## config.mk

```make
export PLATFORM = sky130hd
export DESIGN_NAME = serial_add_ctrl_flat
export DESIGN_NICKNAME = d
export VERILOG_FILES = /design/src/rtl/serial_add_pkg.sv /design/src/rtl/serial_add_ctrl_if.sv /design/src/rtl/serial_add_ctrl_fa_cell.sv /design/src/rtl/serial_add_ctrl.sv /design/src/flat_wrapper.sv
export SDC_FILE = /design/constraint.sdc
export NUM_CORES = 1
export LEC_CHECK = 0
export CORE_MARGIN = 5
export CORE_UTILIZATION = 52
export CTS_BUF_LIST = sky130_fd_sc_hd__clkbuf_8
export CTS_CLUSTER_DIAMETER = 60
export DETAILED_ROUTE_END_ITERATION = 10
export PLACE_DENSITY = 0.87
export SYNTH_ARGS = -nofsm -noshare
export SYNTH_HDL_FRONTEND = slang
export SYNTH_SLANG_ARGS = --single-unit
```

## constraint.sdc

```tcl
create_clock -name clk -period 1.68 [get_ports clk]
set_input_delay 0.168 -clock clk [delete_from_list [all_inputs] [get_ports clk]]
set_output_delay 0.168 -clock clk [all_outputs]
set_load 0.005 [all_outputs]
```

## src/rtl/serial_add_pkg.sv

```systemverilog
// rtl/serial_add_pkg.sv - shared constants for the bit-serial adder controller
// Purpose: FSM state encoding and counter sizing shared by the serial adder files.
// Ports:   none (package).
package serial_add_pkg;

    // Widest operand supported; the bit counter is sized to cover it.
    localparam int MAX_WIDTH = 32;
    localparam int CNT_W     = $clog2(MAX_WIDTH);

    localparam logic [1:0] S_IDLE = 2'b00;
    localparam logic [1:0] S_RUN  = 2'b01;
    localparam logic [1:0] S_DONE = 2'b10;

endpackage

```

## src/rtl/serial_add_ctrl_if.sv

```systemverilog
// rtl/serial_add_ctrl_if.sv - request/result bundle for the serial adder controller
// Purpose: groups the operation request, operands and result handshake.
// Signals: start, A, B, sub (only with SERIAL_ADD_SUB_EN), ack  -- master to slave
//          busy, done, sum, carry                                -- slave to master
// Macro:   SERIAL_ADD_SUB_EN adds the sub select line.
interface serial_add_ctrl_if #(
    parameter int WIDTH = 8
);
    logic             start;
    logic [WIDTH-1:0] A;
    logic [WIDTH-1:0] B;
`ifdef SERIAL_ADD_SUB_EN
    logic             sub;
`endif
    logic             ack;
    logic             busy;
    logic             done;
    logic [WIDTH-1:0] sum;
    logic             carry;

`ifdef SERIAL_ADD_SUB_EN
    modport master (output start, A, B, sub, ack, input busy, done, sum, carry);
    modport slave  (input start, A, B, sub, ack, output busy, done, sum, carry);
`else
    modport master (output start, A, B, ack, input busy, done, sum, carry);
    modport slave  (input start, A, B, ack, output busy, done, sum, carry);
`endif

endinterface

```

## src/rtl/serial_add_ctrl_fa_cell.sv

```systemverilog
// rtl/serial_add_ctrl_fa_cell.sv - one-bit full adder from two half adders
// Purpose: the single arithmetic resource of the serial adder.
// ha ports:      a, b -> s, c
// fa_cell ports: a, b, cin -> s, cout
module ha (
    input  logic a,
    input  logic b,
    output logic s,
    output logic c
);
    assign s = a ^ b;
    assign c = a & b;
endmodule

module fa_cell (
    input  logic a,
    input  logic b,
    input  logic cin,
    output logic s,
    output logic cout
);
    logic s0;
    logic c0;
    logic c1;

    ha u_ha0 (.a(a),  .b(b),   .s(s0), .c(c0));
    ha u_ha1 (.a(s0), .b(cin), .s(s),  .c(c1));

    assign cout = c0 | c1;
endmodule

```

## src/rtl/serial_add_ctrl.sv

```systemverilog
// rtl/serial_add_ctrl.sv - bit-serial add (optional subtract) controller
// Purpose: accepts A/B on start, adds them LSB first over WIDTH cycles through
//          one fa_cell, then presents sum/carry with done until ack.
// Ports:   clk, rst_n (async active-low), bus (serial_add_ctrl_if.slave).
// Macro:   SERIAL_ADD_SUB_EN enables subtract via bus.sub (B inverted, carry preset).
module serial_add_ctrl
    import serial_add_pkg::*;
#(
    parameter int WIDTH = 8
) (
    input  logic              clk,
    input  logic              rst_n,
    serial_add_ctrl_if.slave  bus
);

    localparam logic [CNT_W-1:0] LAST = CNT_W'(WIDTH - 1);

    logic [1:0]       state;
    // a_sh doubles as the sum accumulator: each RUN cycle consumes its LSB
    // and shifts the new sum bit in at the MSB.
    logic [WIDTH-1:0] a_sh;
    logic [WIDTH-1:0] b_sh;
    logic             cy;
    logic [CNT_W-1:0] cnt;
    logic [WIDTH-1:0] sum_r;
    logic             carry_r;

    logic             b_bit;
    logic             fa_s;
    logic             fa_co;

`ifdef SERIAL_ADD_SUB_EN
    logic sub_r;
    assign b_bit = b_sh[0] ^ sub_r;
`else
    assign b_bit = b_sh[0];
`endif

    fa_cell u_fa (
        .a    (a_sh[0]),
        .b    (b_bit),
        .cin  (cy),
        .s    (fa_s),
        .cout (fa_co)
    );

    always_ff @(posedge clk or negedge rst_n) begin
        if (!rst_n) begin
            state   <= S_IDLE;
            a_sh    <= '0;
            b_sh    <= '0;
            cy      <= 1'b0;
            cnt     <= '0;
            sum_r   <= '0;
            carry_r <= 1'b0;
`ifdef SERIAL_ADD_SUB_EN
            sub_r   <= 1'b0;
`endif
        end else begin
            case (state)
                S_IDLE: begin
                    if (bus.start) begin
                        a_sh  <= bus.A;
                        b_sh  <= bus.B;
                        cnt   <= '0;
`ifdef SERIAL_ADD_SUB_EN
                        sub_r <= bus.sub;
                        // A + ~B + 1: the +1 enters as the initial carry.
                        cy    <= bus.sub;
`else
                        cy    <= 1'b0;
`endif
                        state <= S_RUN;
                    end
                end
                S_RUN: begin
                    a_sh <= {fa_s, a_sh[WIDTH-1:1]};
                    b_sh <= b_sh >> 1;
                    cy   <= fa_co;
                    cnt  <= cnt + CNT_W'(1);
                    if (cnt == LAST) begin
                        sum_r   <= {fa_s, a_sh[WIDTH-1:1]};
                        carry_r <= fa_co;
                        state   <= S_DONE;
                    end
                end
                S_DONE: begin
                    if (bus.ack) begin
                        state <= S_IDLE;
                    end
                end
                default: state <= S_IDLE;
            endcase
        end
    end

    assign bus.busy  = (state != S_IDLE);
    assign bus.done  = (state == S_DONE);
    assign bus.sum   = sum_r;
    assign bus.carry = carry_r;

endmodule

```

## src/flat_wrapper.sv

```systemverilog
// flat-port wrapper written by rule: the top's interface ports become plain ports
module serial_add_ctrl_flat import serial_add_pkg::*;
#(
    parameter int WIDTH = 8
)
  (clk, rst_n, bus_start, bus_A, bus_B, bus_ack, bus_busy, bus_done, bus_sum, bus_carry);
  serial_add_ctrl_if #(.WIDTH(WIDTH)) bus_i ();
  input  logic clk;
  input  logic rst_n;
  input wire logic [$bits(bus_i.start)-1:0] bus_start;
  input wire logic [$bits(bus_i.A)-1:0] bus_A;
  input wire logic [$bits(bus_i.B)-1:0] bus_B;
  input wire logic [$bits(bus_i.ack)-1:0] bus_ack;
  output wire logic [$bits(bus_i.busy)-1:0] bus_busy;
  output wire logic [$bits(bus_i.done)-1:0] bus_done;
  output wire logic [$bits(bus_i.sum)-1:0] bus_sum;
  output wire logic [$bits(bus_i.carry)-1:0] bus_carry;
  assign bus_i.start = bus_start;
  assign bus_i.A = bus_A;
  assign bus_i.B = bus_B;
  assign bus_i.ack = bus_ack;
  assign bus_busy = bus_i.busy;
  assign bus_done = bus_i.done;
  assign bus_sum = bus_i.sum;
  assign bus_carry = bus_i.carry;
  serial_add_ctrl #(.WIDTH(WIDTH)) u_core (.clk(clk), .rst_n(rst_n), .bus(bus_i));
endmodule
```

; ---- Word level (Yosys, flattened, before mapping)
; Index checks and enable logic that the tools add are counted.
[totals]
regBits = 33
inputBits = 20
out_inout_bits = 11
word_cells = 37
[op_classes]
add_sub_neg = 1
eq_ne = 6
mux = 12
bitwise_logic = 5
n_reduce_logical = 6
[op_table]
columns = operator, count
row1 = 8-bit case mux with 2 select lines, 2
row2 = 8-bit 2-to-1 mux, 2
row3 = 5-bit case mux with 2 select lines, 1
row4 = 2-bit 2-to-1 mux, 3
row5 = 2-bit case mux with 3 select lines, 1
row6 = "5-bit by 1-bit adder with 5-bit output, second input constant", 1
row7 = "5-bit by 3-bit equality test with 1-bit output, second input constant", 1
row8 = 5-bit 2-to-1 mux, 1
row9 = "2-bit != test, second input constant", 2
row10 = 2-bit AND reduction, 2
row11 = 2-bit nonzero test, 2
row12 = 3-bit AND reduction, 1
row13 = 1-bit bitwise AND, 2
row14 = "2-bit by 1-bit equality test with 1-bit output, second input constant", 1
row15 = "2-bit equality test, second input constant", 1
row16 = 2-bit logical NOT, 1
row17 = "2-bit by 1-bit != test with 1-bit output, second input constant", 1
row18 = 1-bit case mux with 2 select lines, 1
row19 = 1-bit bitwise XOR, 2
row20 = 1-bit 2-to-1 mux, 1
row21 = 1-bit OR, 1

; ---- Depth between registers and ports, before layout
[depth]
depth_word = 4
ltp_mapped = 4
mapped_depth_nobuf = 4

; ---- Cells and area by module
; Synthesis repeated with hierarchy kept, for this count alone.
[hier_totals]
hier_cells = 133
area_unflattened_um2 = 1496.4
[by_module_without_submodules]
columns = mod, instances, cells_each, area_per_inst_um2, seq_area_each_um2
row1 = serial_add_ctrl, 1, 130, 1465.2, 825.8
row2 = ha, 2, 1, 12.5, 0.0
row3 = fa_cell, 1, 1, 6.3, 0.0

; ---- Worst setup path after synthesis
; Ideal clock, no wire load.
[synth_timing]
kind = register to register
startpoint = register u_core.cnt[0]
endpoint = register u_core.carry_r, in the netlist u_core.bus.carry
setup_time_ps = 125
arrival_time_ps = 1141
t_required_ps = 1555
setup_slack_ps = 414
stages_incl_launch_ff = 4
path_buffers = 0
synth_period_minus_slack_ps = 1266
cell_sequence = dfrtp_1 -> ha_1 -> nand4_4 -> mux2_2
[synth_between]
elab_chain_len = 2
[synth_rtl]
columns = element, line
row1 = from (decl), serial_add_ctrl.sv:24  ; logic [CNT_W-1:0] cnt;
row2 = from (signal assigned), serial_add_ctrl.sv:80  ; cnt <= cnt + CNT_W'(1);
row3 = 5-bit by 3-bit equality test with 1-bit output, serial_add_ctrl.sv:81  ; if (cnt == LAST) begin
row4 = 2-bit AND reduction (no line), --
row5 = to (signal assigned), serial_add_ctrl.sv:83  ; carry_r <= fa_co;
row6 = to (decl), serial_add_ctrl.sv:26  ; logic carry_r;
; No other way between the ends.
; A chain may end at the register's enable or synchronous reset.

; ---- Worst setup path in the final report
[layout_timing]
startpoint = register u_core.state[0]
endpoint = output bus_done
[layout_between]
elab_chain_len = 1
[layout_rtl]
columns = element, line
row1 = from (decl), serial_add_ctrl.sv:18  ; logic [1:0] state;
row2 = from (signal assigned), serial_add_ctrl.sv:49  ; state <= S_IDLE;
row3 = from (signal assigned), serial_add_ctrl.sv:73  ; state <= S_RUN;
row4 = from (signal assigned), serial_add_ctrl.sv:84  ; state <= S_DONE;
row5 = 2-bit equality test, serial_add_ctrl.sv:98  ; assign bus.done = (state == S_DONE);
row6 = to (decl), flat_wrapper.sv:15  ; output wire logic [$bits(bus_i.done)-1:0] bus_done;
; No other way between the ends.

==> impl_metrics.yaml <==
run_status:
  status: "completed"
route:
  first_iter_violations: 35
  viasPerCell: 5.80
  post-route-drc-count: 0
  wirelength_microns: 3180
  postRouteAntennaNets: 0
  drt_pass1_iterations: 4
  vias: 1131
  routedWlPerCell_microns: 16.3
critical_path:
  cp-start-kind: "flop"
  cp_data_arrival_time_ns: 1.42
  cpMaxStageDelayCell: "clkdlybuf4s50_1"
  crit_buf_inv: 2
  crit_family: "buffers and inverters"
  cp_slowest_stage_delay_ns: 0.50
  crit_path_end_kind: "output port"
  critPathMaxFanout: 5
  critical_path_class: "reg -> out"
  critical_path_required_ns: 1.51
  worstPathCellList: "nand2b_1 > inv_1 > clkdlybuf4s50_1"
finish:
  antenna_cells: 0
  multi_input_area_sq_um: 582
  layout_commonest_cell: "dfrtp_1"
  syn_to_final_growth_pct: 30.5
  layout-drive-gt1-share: 0.159
  seqCellArea_sq_um: 827
  final_core_util: 0.696
  final_cell_mix: "dfrtp_1 (32), clkdlybuf4s50_1 (29), nand2_1 (19), o21ai_0 (19), a22oi_1 (13)"
  finalNonFillerCells: 195
  nFillCells: 220
  fin_nets: 185
min_path:
  min_path_type: "in -> async"
timing:
  finalCritPeriodShare: 0.943
  fin_ws_ns: 0.0954
  finalHoldViolations: 0
  max_clock_freq_mhz: 631
  tightest_slew_ns: 0.413
  relSlewSlack: 0.725
  rsz0062_at_grt: "false"
  finClkSkew_ns: 0.00311
  setup-tns-final_ns: 0
  timing.final.crit_period_ns: 1.58
  setup_viol: 0
  drv_slew: 0
floorplan:
  io_pins: 31
  fp-row-count: 19
  die-height_microns: 62.7
  initial_core_util: 0.533
  coreArea_sq_mm: 0.00271
  die_w_microns: 62.7
  dieArea_sq_mm: 0.00393
clock_network:
  clk_pin_slew_worst_paths_ns: 0.06
  h-tree-depth: 2
  cts-root-buf: "clkbuf_8"
  cts_made_buffers: 5
  clock_path_buffers: 2
  insertion_delay_ns: 0.29
  cts_sinks: 33
  hold_buffers: 0
  cts_tree: "done"
logic_synthesis:
  synthesis.nets: 149
  synth-seq-cells: 33
  synthesis.area_sq_mm: 0.00145
  syn_inst: 127
  synthDistinctLibCells: 24
  synth_area_leaders: "dfrtp_1 (57%), mux2_2 (7.0%), a22oi_1 (6.8%)"
  synth_area_per_cell_sq_um: 11.4
  yosys.area.top_type_share: 0.571
  ys_seq_area_frac: 0.571
  ys_warn_count: 0
  yosysTopAreaCell: "dfrtp_1"
placement:
  gp_congestion: 0.733
  portBuffers: 30
  place_ws_ns: 0.217
  hpwl_microns: 2320
  dp.cells: 187
grt:
  grt-ovfl-total: 0
  grt_max_degree: 34
  grt_pass1_wl_microns: 5600
  grt_usage: 0.182
  antenna_found_initial: 0
  first_global_vias: 1184
power:
  power_per_cell_area_mw_per_mm2: 1680
  leakage_nw: 0.852
  vdd_drop_max_uv: 1090
run:
  cap_viol_max_count: 0
==> stage by stage <==
stage | total power, mW | hold slack (ns) | area [sq um]
finish | 3.17 | 0.272 | 1890
detailed placement | 2.65 | 0.472 | 1800
global route | 3.43 | 0.325 | 1890
global placement | 2.54 | 0.463 | 1800
floorplan | 2.09 | -0.128 | 1450
CTS | 3.21 | 0.286 | 1880
==> power breakdown <==
group	switching, mW	leakage (nW)	internal (mW)	total (mW)
registers	0.254	0.421	1.15	1.40
logic	0.538	0.383	0.665	1.20
clock network	0.280	0.0491	0.280	0.560
==> state kept, by name (all words and copies together) (netlist names) <==
name              count
u_core.bus.carry      1
u_core.a_sh           8
u_core.bus.sum        8
u_core.cy             1
u_core.state          2
u_core.cnt            5
u_core.b_sh           8
==> path summary, 6_finish.rpt <==
kind	from	end	slack [ns]	cells after the start
max	u_core.state[0]	bus_done	0.1	3
min	rst_n	u_core.bus.sum[1]	0.27	2
max reg2reg	u_core.state[1]	u_core.bus.sum[7]	0.25	3
min in group clk	bus_B[7]	u_core.b_sh[7]	0.45	3
min reg2reg	u_core.b_sh[3]	u_core.b_sh[3]	0.49	2
max in group asynchronous	rst_n	u_core.state[1]	1.09	2
==> cell usage after synthesis, drive strengths merged <==
| library cell | number |
|---|---|
| a21oi | 2 |
| a22o | 3 |
| a22oi | 13 |
| and2b | 1 |
| and3 | 1 |
| and3b | 2 |
| buf | 3 |
| clkbuf | 4 |
| dfrtp | 33 |
| fa | 1 |
| ha | 1 |
| inv | 2 |
| mux2 | 9 |
| mux2i | 3 |
| nand2 | 19 |
| nand2b | 3 |
| nand4 | 3 |
| nor2 | 1 |
| nor2b | 1 |
| o21ai | 19 |
| o21bai | 1 |
| or2 | 1 |
| or3b | 1 |
==> per-layer routing <==
| layer | wire length, microns | vias to the layer above | track usage |
|---|---|---|---|
| li1 | - | 523 | - |
| met2 | 1610 | 35 | 0.307 |
| met1 | 1290 | 564 | 0.204 |
| met4 | 75 | 0 | 0.0955 |
| met5 | 0 | - | 0 |
| met3 | 209 | 9 | 0.0558 |
==> kinds of logic after synthesis <==
| family | share of synthesized area |
|---|---|
| AND/OR/NAND/NOR | 0.126 |
| adder cells (fa/ha/maj) | 0.0225 |
| flip-flops | 0.571 |
| multiplexers | 0.0909 |
| AO/OA/AOI/OAI | 0.164 |
| buffers and inverters | 0.0260 |
==> layout make-up <==
cell class	count	area share
Tap cell	31	0.0206
Sequential cell	33	0.439
Clock inverter	3	0.00730
Clock buffer	5	0.0365
Multi-Input combinational cell	85	0.309
Inverter	2	0.00398
Timing Repair Buffer	36	0.184
==> repair_timing <==
item | CTS | global route
gates resized for setup | 0 | 2
buffers inserted | 0 | 0
setup endpoints to repair | 0 | 1
Power figures use the tool's default switching activity.
